[src/rtl/idli_sqi_ctrl_m.sv]
// SQI SRAM sequencer: cmd, address, dummy (read), then a handshaked nibble stream.
// Define IDLI_SQI_EQIO_EN to send EQIO (0x38) on SIO[0] after reset, before going idle.
module idli_sqi_ctrl_m #(
  parameter int unsigned ADDR_W        = 16,
  parameter int unsigned DUMMY_NIBBLES = 2
) (
  input  logic              i_sqi_gck,
  input  logic              i_sqi_rst_n,
  input  logic              i_sqi_req,
  input  logic              i_sqi_wr,
  input  logic [ADDR_W-1:0] i_sqi_addr,
  output logic              o_sqi_busy,
  input  logic [3:0]        i_sqi_wdata,
  input  logic              i_sqi_wvld,
  output logic              o_sqi_wacp,
  output logic [3:0]        o_sqi_rdata,
  output logic              o_sqi_rvld,
  input  logic              i_sqi_racp,
  output logic              o_sqi_sck,
  output logic              o_sqi_cs,
  output logic              o_sqi_io_mode,
  input  logic [3:0]        i_sqi_sio,
  output logic [3:0]        o_sqi_sio
);

  typedef enum logic [2:0] {
    StIdle,
    StCmd,
    StAddr,
    StDummy,
    StData,
    StEnd,
    StInit
  } state_e;

  localparam logic [7:0] CmdLast   = 8'd1;
  localparam logic [7:0] AddrLast  = 8'(ADDR_W / 4 - 1);
  localparam logic [7:0] DummyLast = 8'((DUMMY_NIBBLES > 0) ? DUMMY_NIBBLES - 1 : 0);
  localparam logic [7:0] InitLast  = 8'd7;
  localparam logic [7:0] EndLast   = 8'd1;

`ifdef IDLI_SQI_EQIO_EN
  localparam state_e StReset = StInit;
`else
  localparam state_e StReset = StIdle;
`endif

  state_e            state_q, state_d;
  logic              phase_q, phase_d;
  logic [7:0]        cnt_q, cnt_d;
  logic              wr_q, wr_d;
  logic [ADDR_W-1:0] addr_q, addr_d;
  logic              par_q, par_d;
  logic [3:0]        wdata_q, wdata_d;
  logic [3:0]        rdata_q, rdata_d;
  logic              rvld_q, rvld_d;

  logic              capture;
  logic              wacp;
  logic              stream_end;
  logic              rd_ready;
  logic [7:0]        seq_last;
  state_e            seq_next;

  always_ff @(posedge i_sqi_gck or negedge i_sqi_rst_n) begin
    if (!i_sqi_rst_n) begin
      state_q <= StReset;
      phase_q <= 1'b0;
      cnt_q   <= '0;
      wr_q    <= 1'b0;
      addr_q  <= '0;
      par_q   <= 1'b0;
      wdata_q <= '0;
      rdata_q <= '0;
      rvld_q  <= 1'b0;
    end else begin
      state_q <= state_d;
      phase_q <= phase_d;
      cnt_q   <= cnt_d;
      wr_q    <= wr_d;
      addr_q  <= addr_d;
      par_q   <= par_d;
      wdata_q <= wdata_d;
      rdata_q <= rdata_d;
      rvld_q  <= rvld_d;
    end
  end

  // Length and successor of the fixed-length header states.
  always_comb begin
    seq_last = CmdLast;
    seq_next = StAddr;
    case (state_q)
      StAddr: begin
        seq_last = AddrLast;
        seq_next = (wr_q || (DUMMY_NIBBLES == 0)) ? StData : StDummy;
      end
      StDummy: begin
        seq_last = DummyLast;
        seq_next = StData;
      end
      StInit: begin
        seq_last = InitLast;
        seq_next = StEnd;
      end
      default: ;
    endcase
  end

  always_comb begin
    state_d    = state_q;
    phase_d    = phase_q;
    cnt_d      = cnt_q;
    wr_d       = wr_q;
    addr_d     = addr_q;
    par_d      = par_q;
    wdata_d    = wdata_q;
    capture    = 1'b0;
    wacp       = 1'b0;
    // The stream may only stop on a byte boundary.
    stream_end = !i_sqi_req && !par_q;
    rd_ready   = !rvld_q || i_sqi_racp;

    unique case (state_q)
      StIdle: begin
        if (i_sqi_req) begin
          state_d = StCmd;
          wr_d    = i_sqi_wr;
          addr_d  = i_sqi_addr;
          cnt_d   = '0;
          phase_d = 1'b0;
          par_d   = 1'b0;
        end
      end
      StCmd, StAddr, StDummy, StInit: begin
        if (!phase_q) begin
          phase_d = 1'b1;
        end else begin
          phase_d = 1'b0;
          cnt_d   = cnt_q + 8'd1;
          if (state_q == StAddr) begin
            addr_d = addr_q << 4;
          end
          if (cnt_q == seq_last) begin
            cnt_d   = '0;
            state_d = seq_next;
          end
        end
      end
      StData: begin
        if (!phase_q) begin
          if (wr_q) begin
            if (stream_end) begin
              state_d = StEnd;
              cnt_d   = '0;
            end else if (i_sqi_wvld) begin
              wacp    = 1'b1;
              wdata_d = i_sqi_wdata;
              phase_d = 1'b1;
            end
          end else if (rd_ready) begin
            if (stream_end) begin
              state_d = StEnd;
              cnt_d   = '0;
            end else begin
              capture = 1'b1;
              phase_d = 1'b1;
            end
          end
        end else begin
          phase_d = 1'b0;
          par_d   = ~par_q;
        end
      end
      StEnd: begin
        if (cnt_q == EndLast) begin
          state_d = StIdle;
          cnt_d   = '0;
        end else begin
          cnt_d = cnt_q + 8'd1;
        end
      end
      default: begin
        state_d = StIdle;
        phase_d = 1'b0;
      end
    endcase

    rdata_d = capture ? i_sqi_sio : rdata_q;
    rvld_d  = capture ? 1'b1 : (rvld_q && !i_sqi_racp);
  end

`ifdef IDLI_SQI_EQIO_EN
  logic [7:0] eqio_sh;
  assign eqio_sh = 8'h38 << cnt_q[2:0];
`endif

  always_comb begin
    o_sqi_sio     = 4'h0;
    o_sqi_io_mode = 1'b1;
    o_sqi_cs      = 1'b0;
    unique case (state_q)
      StIdle, StEnd: o_sqi_cs = 1'b1;
      StCmd: begin
        o_sqi_io_mode = 1'b0;
        o_sqi_sio     = cnt_q[0] ? {3'b001, ~wr_q} : 4'h0;
      end
      StAddr: begin
        o_sqi_io_mode = 1'b0;
        o_sqi_sio     = addr_q[ADDR_W-1 -: 4];
      end
      StData: begin
        if (wr_q) begin
          o_sqi_io_mode = 1'b0;
          o_sqi_sio     = wdata_q;
        end
      end
      StInit: begin
        o_sqi_io_mode = 1'b0;
`ifdef IDLI_SQI_EQIO_EN
        o_sqi_sio     = {3'b000, eqio_sh[7]};
`endif
      end
      default: ;
    endcase
  end

  assign o_sqi_sck   = phase_q;
  assign o_sqi_busy  = (state_q != StIdle);
  assign o_sqi_wacp  = wacp;
  assign o_sqi_rdata = rdata_q;
  assign o_sqi_rvld  = rvld_q;

endmodule

[config.mk]
export PLATFORM = sky130hd
export DESIGN_NAME = idli_sqi_ctrl_m
export DESIGN_NICKNAME = d
export VERILOG_FILES = /design/src/rtl/idli_sqi_ctrl_m.sv
export SDC_FILE = /design/constraint.sdc
export NUM_CORES = 1
export LEC_CHECK = 0
export ABC_AREA = 1
export CAP_MARGIN = 20
export CORE_ASPECT_RATIO = 1.1
export CORE_MARGIN = 2
export CORE_UTILIZATION = 47
export DETAILED_ROUTE_END_ITERATION = 10
export PLACE_DENSITY_LB_ADDON = 0.3
export SETUP_SLACK_MARGIN = 0.3
export SKIP_LAST_GASP = 1
export SYNTH_ARGS = -nofsm -noshare
export SYNTH_HDL_FRONTEND = slang
export SYNTH_SLANG_ARGS = --single-unit
[constraint.sdc]
create_clock -name i_sqi_gck -period 1.3 [get_ports i_sqi_gck]
set_clock_uncertainty 0.05 [all_clocks]
set_input_delay 0.195 -clock i_sqi_gck [delete_from_list [all_inputs] [get_ports i_sqi_gck]]
set_output_delay 0.195 -clock i_sqi_gck [all_outputs]
set_load 0.02 [all_outputs]
==> results of run 1 <==
cell usage after synthesis:
| library cell | instances |
|---|---|
| o31ai_1 | 1 |
| nand4_1 | 8 |
| nor3_4 | 1 |
| or2_2 | 1 |
| nand3_1 | 20 |
| nor3_1 | 1 |
| nor2_2 | 2 |
| o21ai_0 | 18 |
| nand4_2 | 1 |
| nand2_4 | 4 |
| inv_4 | 2 |
| nor2_1 | 16 |
| buf_2 | 2 |
| nand2_2 | 5 |
| xnor2_1 | 1 |
| o211ai_1 | 3 |
| a31oi_1 | 1 |
| nand3_2 | 3 |
| a21oi_1 | 3 |
| xor2_1 | 3 |
| inv_2 | 3 |
| nand2_1 | 80 |
| mux2i_1 | 8 |
| nor2_4 | 1 |
| buf_6 | 4 |
| o221ai_1 | 1 |
| inv_1 | 35 |
| dfrtp_1 | 39 |
| o21ai_2 | 4 |
| o21bai_1 | 1 |
| ha_1 | 2 |
| buf_4 | 2 |
| o21ai_1 | 12 |
routing by layer:
metal | track usage | vias up
li1 | - | 1198
met4 | 0.0865 | 0
met1 | 0.316 | 1349
met3 | 0.0499 | 53
met2 | 0.464 | 168
met5 | 0 | -
area by class of cell:
cell class | instances | share of cell area
repair inverters | 1 | 0.00148
well taps | 56 | 0.0166
clock buffers | 5 | 0.0163
multi-input cells | 201 | 0.355
clock inverters | 3 | 0.0104
flip-flops and latches | 39 | 0.233
repair buffers | 131 | 0.326
inverters | 40 | 0.0421
worst max-delay path, delay by kind of cell (launching register included):
kind	cells	cell delay (ns)
compound gates	1	0.23
buf+inv	2	0.27
flops	1	0.47
simple gates	3	0.36
cells by family (layout without fill, tap and decap cells):
logic type | count (synthesis) | count (layout)
AND/OR/NAND/NOR | 143 | 143
AO/OA/AOI/OAI | 44 | 44
XOR/XNOR | 4 | 4
buffers and inverters | 48 | 180
flip-flops | 39 | 39
adder cells (fa/ha/maj) | 2 | 2
multiplexers | 8 | 8
power breakdown:
part,internal [W],leakage (nW),switching [W],total (W)
clock network,0.000573,0.0581,0.000514,0.00109
logic,0.00411,1.50,0.00449,0.00859
registers,0.00169,0.492,0.000425,0.00212
timing repair:
item,CTS,global route
gates resized for setup,133,89
setup endpoints to repair,53,53
pin swaps,7,21
hold endpoints to repair,15,0
setup buffers,16,13
hold buffers,1,0
cloned,2,4
how the worst min path moves through the flow:
stage,startpoint,endpoint,slack (ns),depth (start not counted)
finish,i_sqi_rst_n,par_q$_DFFE_PN0P_,0.31,2
global route,i_sqi_rst_n,par_q$_DFFE_PN0P_,0.35,2
CTS,i_sqi_rst_n,par_q$_DFFE_PN0P_,0.31,2
detailed placement,i_sqi_rst_n,par_q$_DFFE_PN0P_,0.11,1
global placement,i_sqi_rst_n,par_q$_DFFE_PN0P_,0.10,1
floorplan,i_sqi_rst_n,addr_q[0]$_DFFE_PN0P_,-0.15,0
metrics by stage:
stage / hold WS [ns] / total power (W) / util / instance area, µm²
6_report: 0.310 / 0.0118 / 0.907 / 4220
5_1_grt: 0.351 / 0.0122 / 0.907 / 4220
4_1_cts: 0.315 / 0.00925 / 0.793 / 3690
3_5_place_dp: 0.106 / 0.00677 / 0.687 / 3200
3_3_place_gp: 0.101 / 0.00666 / 0.687 / 3200
2_1_floorplan: -0.151 / 0.00480 / - / 2310
registers in the layout, summed over array words and instances, names as in the netlist, 3 cells and up:
| signal | cells |
|---|---|
| addr_q | 16 |
| cnt_q | 8 |
| o_sqi_rdata | 4 |
| wdata_q | 4 |
| state_q | 3 |
==> impl_metrics.toml, run 1 <==
[outcome]
status = "finished with violations"
violations = "setup timing"

[synthesis]
seq_area_frac_synth = 0.429
synth_compound_area_frac = 0.111
synth_top_area_share = 0.429
yosysTopAreaCell = "dfrtp_1"
synth_xor_area_frac = 0.0154
synth_area_leaders = "dfrtp_1 (43%), nand2_1 (13%), inv_1 (5.8%)"
ys_warn_count = 0
syn_area_um2 = 2270
synthSimpleGateAreaFrac = 0.299
syn_nets = 320
yosysUniqueCellTypes = 33
synthCells = 288
synth-seq-cells = 39
synth_top_family_by_area = "simple AND/OR/NAND/NOR gates"
synth_mux_area_frac = 0.0352
synth-adder-area-share = 0.0110
avgSynthCellArea_um2 = 7.90

[clock_network]
clock-sinks = 39
clk_pin_slew_ns = 0.10
htree_levels = 2
cts_tree = "done"
cts-root-buf = "clkbuf_8"
insertion_delay_ns = 0.31
cts_buffers = 5
clk_path_buf_depth = 2

[layout]
final_nets = 451
regArea_um2 = 981
area_growth_pct = 85.4
layout_commonest_cell = "buf_4"
multi_input_area_um2 = 1500
drive_gt1_frac = 0.505
final_cell_mix = "buf_4 (53), nand2_1 (51), dfrtp_1 (35)"
fin_cells = 476
n_antenna_cell = 0
nFillCells = 178

[global_routing]
grt_max_degree = 18
grt_overflow = 0
grt_pass1_wl_mm = 11.3
grt_pass1_vias = 2461
grt_usage = 0.262
antenna_found_initial = 0

[routing]
routedWlPerCell_um = 21.2
drt_iter0_drc = 266
dr.pass1.iters = 6
wl_met2_mm = 5.18
wl_met3_um = 674
postRouteAntennaNets = 0
highest_layer = "met4"
vias = 2768
route.detailed.drc = 0
routed_via_density = 5.82
totalWireLength_mm = 10.1
wl_met1_mm = 3.67

[worst_setup_path]
critPathMaxStageDelay_ns = 0.47
rrSetupSlack_ns = -0.52
cp-endpoint = "o_sqi_sio[1]"
reg2reg_to = "addr_q[10]$_DFFE_PN0P_"
reg2reg_from = "state_q[0]$_DFFE_PN0P_"
worstSetupPathType = "register to output port"
cp-end-kind = "output port"
crit_start = "state_q[1]$_DFFE_PN0P_"
required_ns = 1.05
r2r_cells = 9
startpoint_type = "register"
crit_slowest_cell = "dfrtp_2"
worstPathArrival_ns = 1.65
cpMostUsedCell = "nor2_4"
cp_max_fo = 4
critical_path.cell_chain = "nor2_4, nand2_4, nor2_4, inv_2, o211ai_1, buf_4"

[floorplanning]
start_util = 0.489
core-area_um2 = 4650
die_y_um = 77.0
die_width_um = 70.3
dieArea_um2 = 5410
io_pins = 44
core.rowCount = 26

[timing]
finalCritPeriodShare = 1.46
rsz0062_at_grt = "true"
slew_headroom = 0.696
final_max_slew_viol_count = 0
worst_pin_slew_ns = 0.457
hold_viol = 0
fmax_mhz = 529
tns_ns = -18.79
fin_ws_ns = -0.592
finalCriticalPeriod_ns = 1.89
final-setup-viol-count = 47

[power]
cellLeakagePower_nw = 2.05
power_density_nw_per_um2 = 2800
peakVddDrop_mv = 1.56

[placement]
io_buffers = 43
hpwl_mm = 4.20
place_ws_ns = -0.704
place_inst = 432
place_congestion = 0.871

[hold_path]
hp-class = "input port to asynchronous set/reset pin"

[job]
drv_cap = 0
No activity file was read; power rests on OpenSTA's default activity.
==> inputs of run 2 (changes only) <==
Settings changed: CAP_MARGIN 20 to not set, SLEW_MARGIN set to 20.
==> results of run 2 <==
Same layout as run 1: the final DEF is identical, and so are final timing and power.
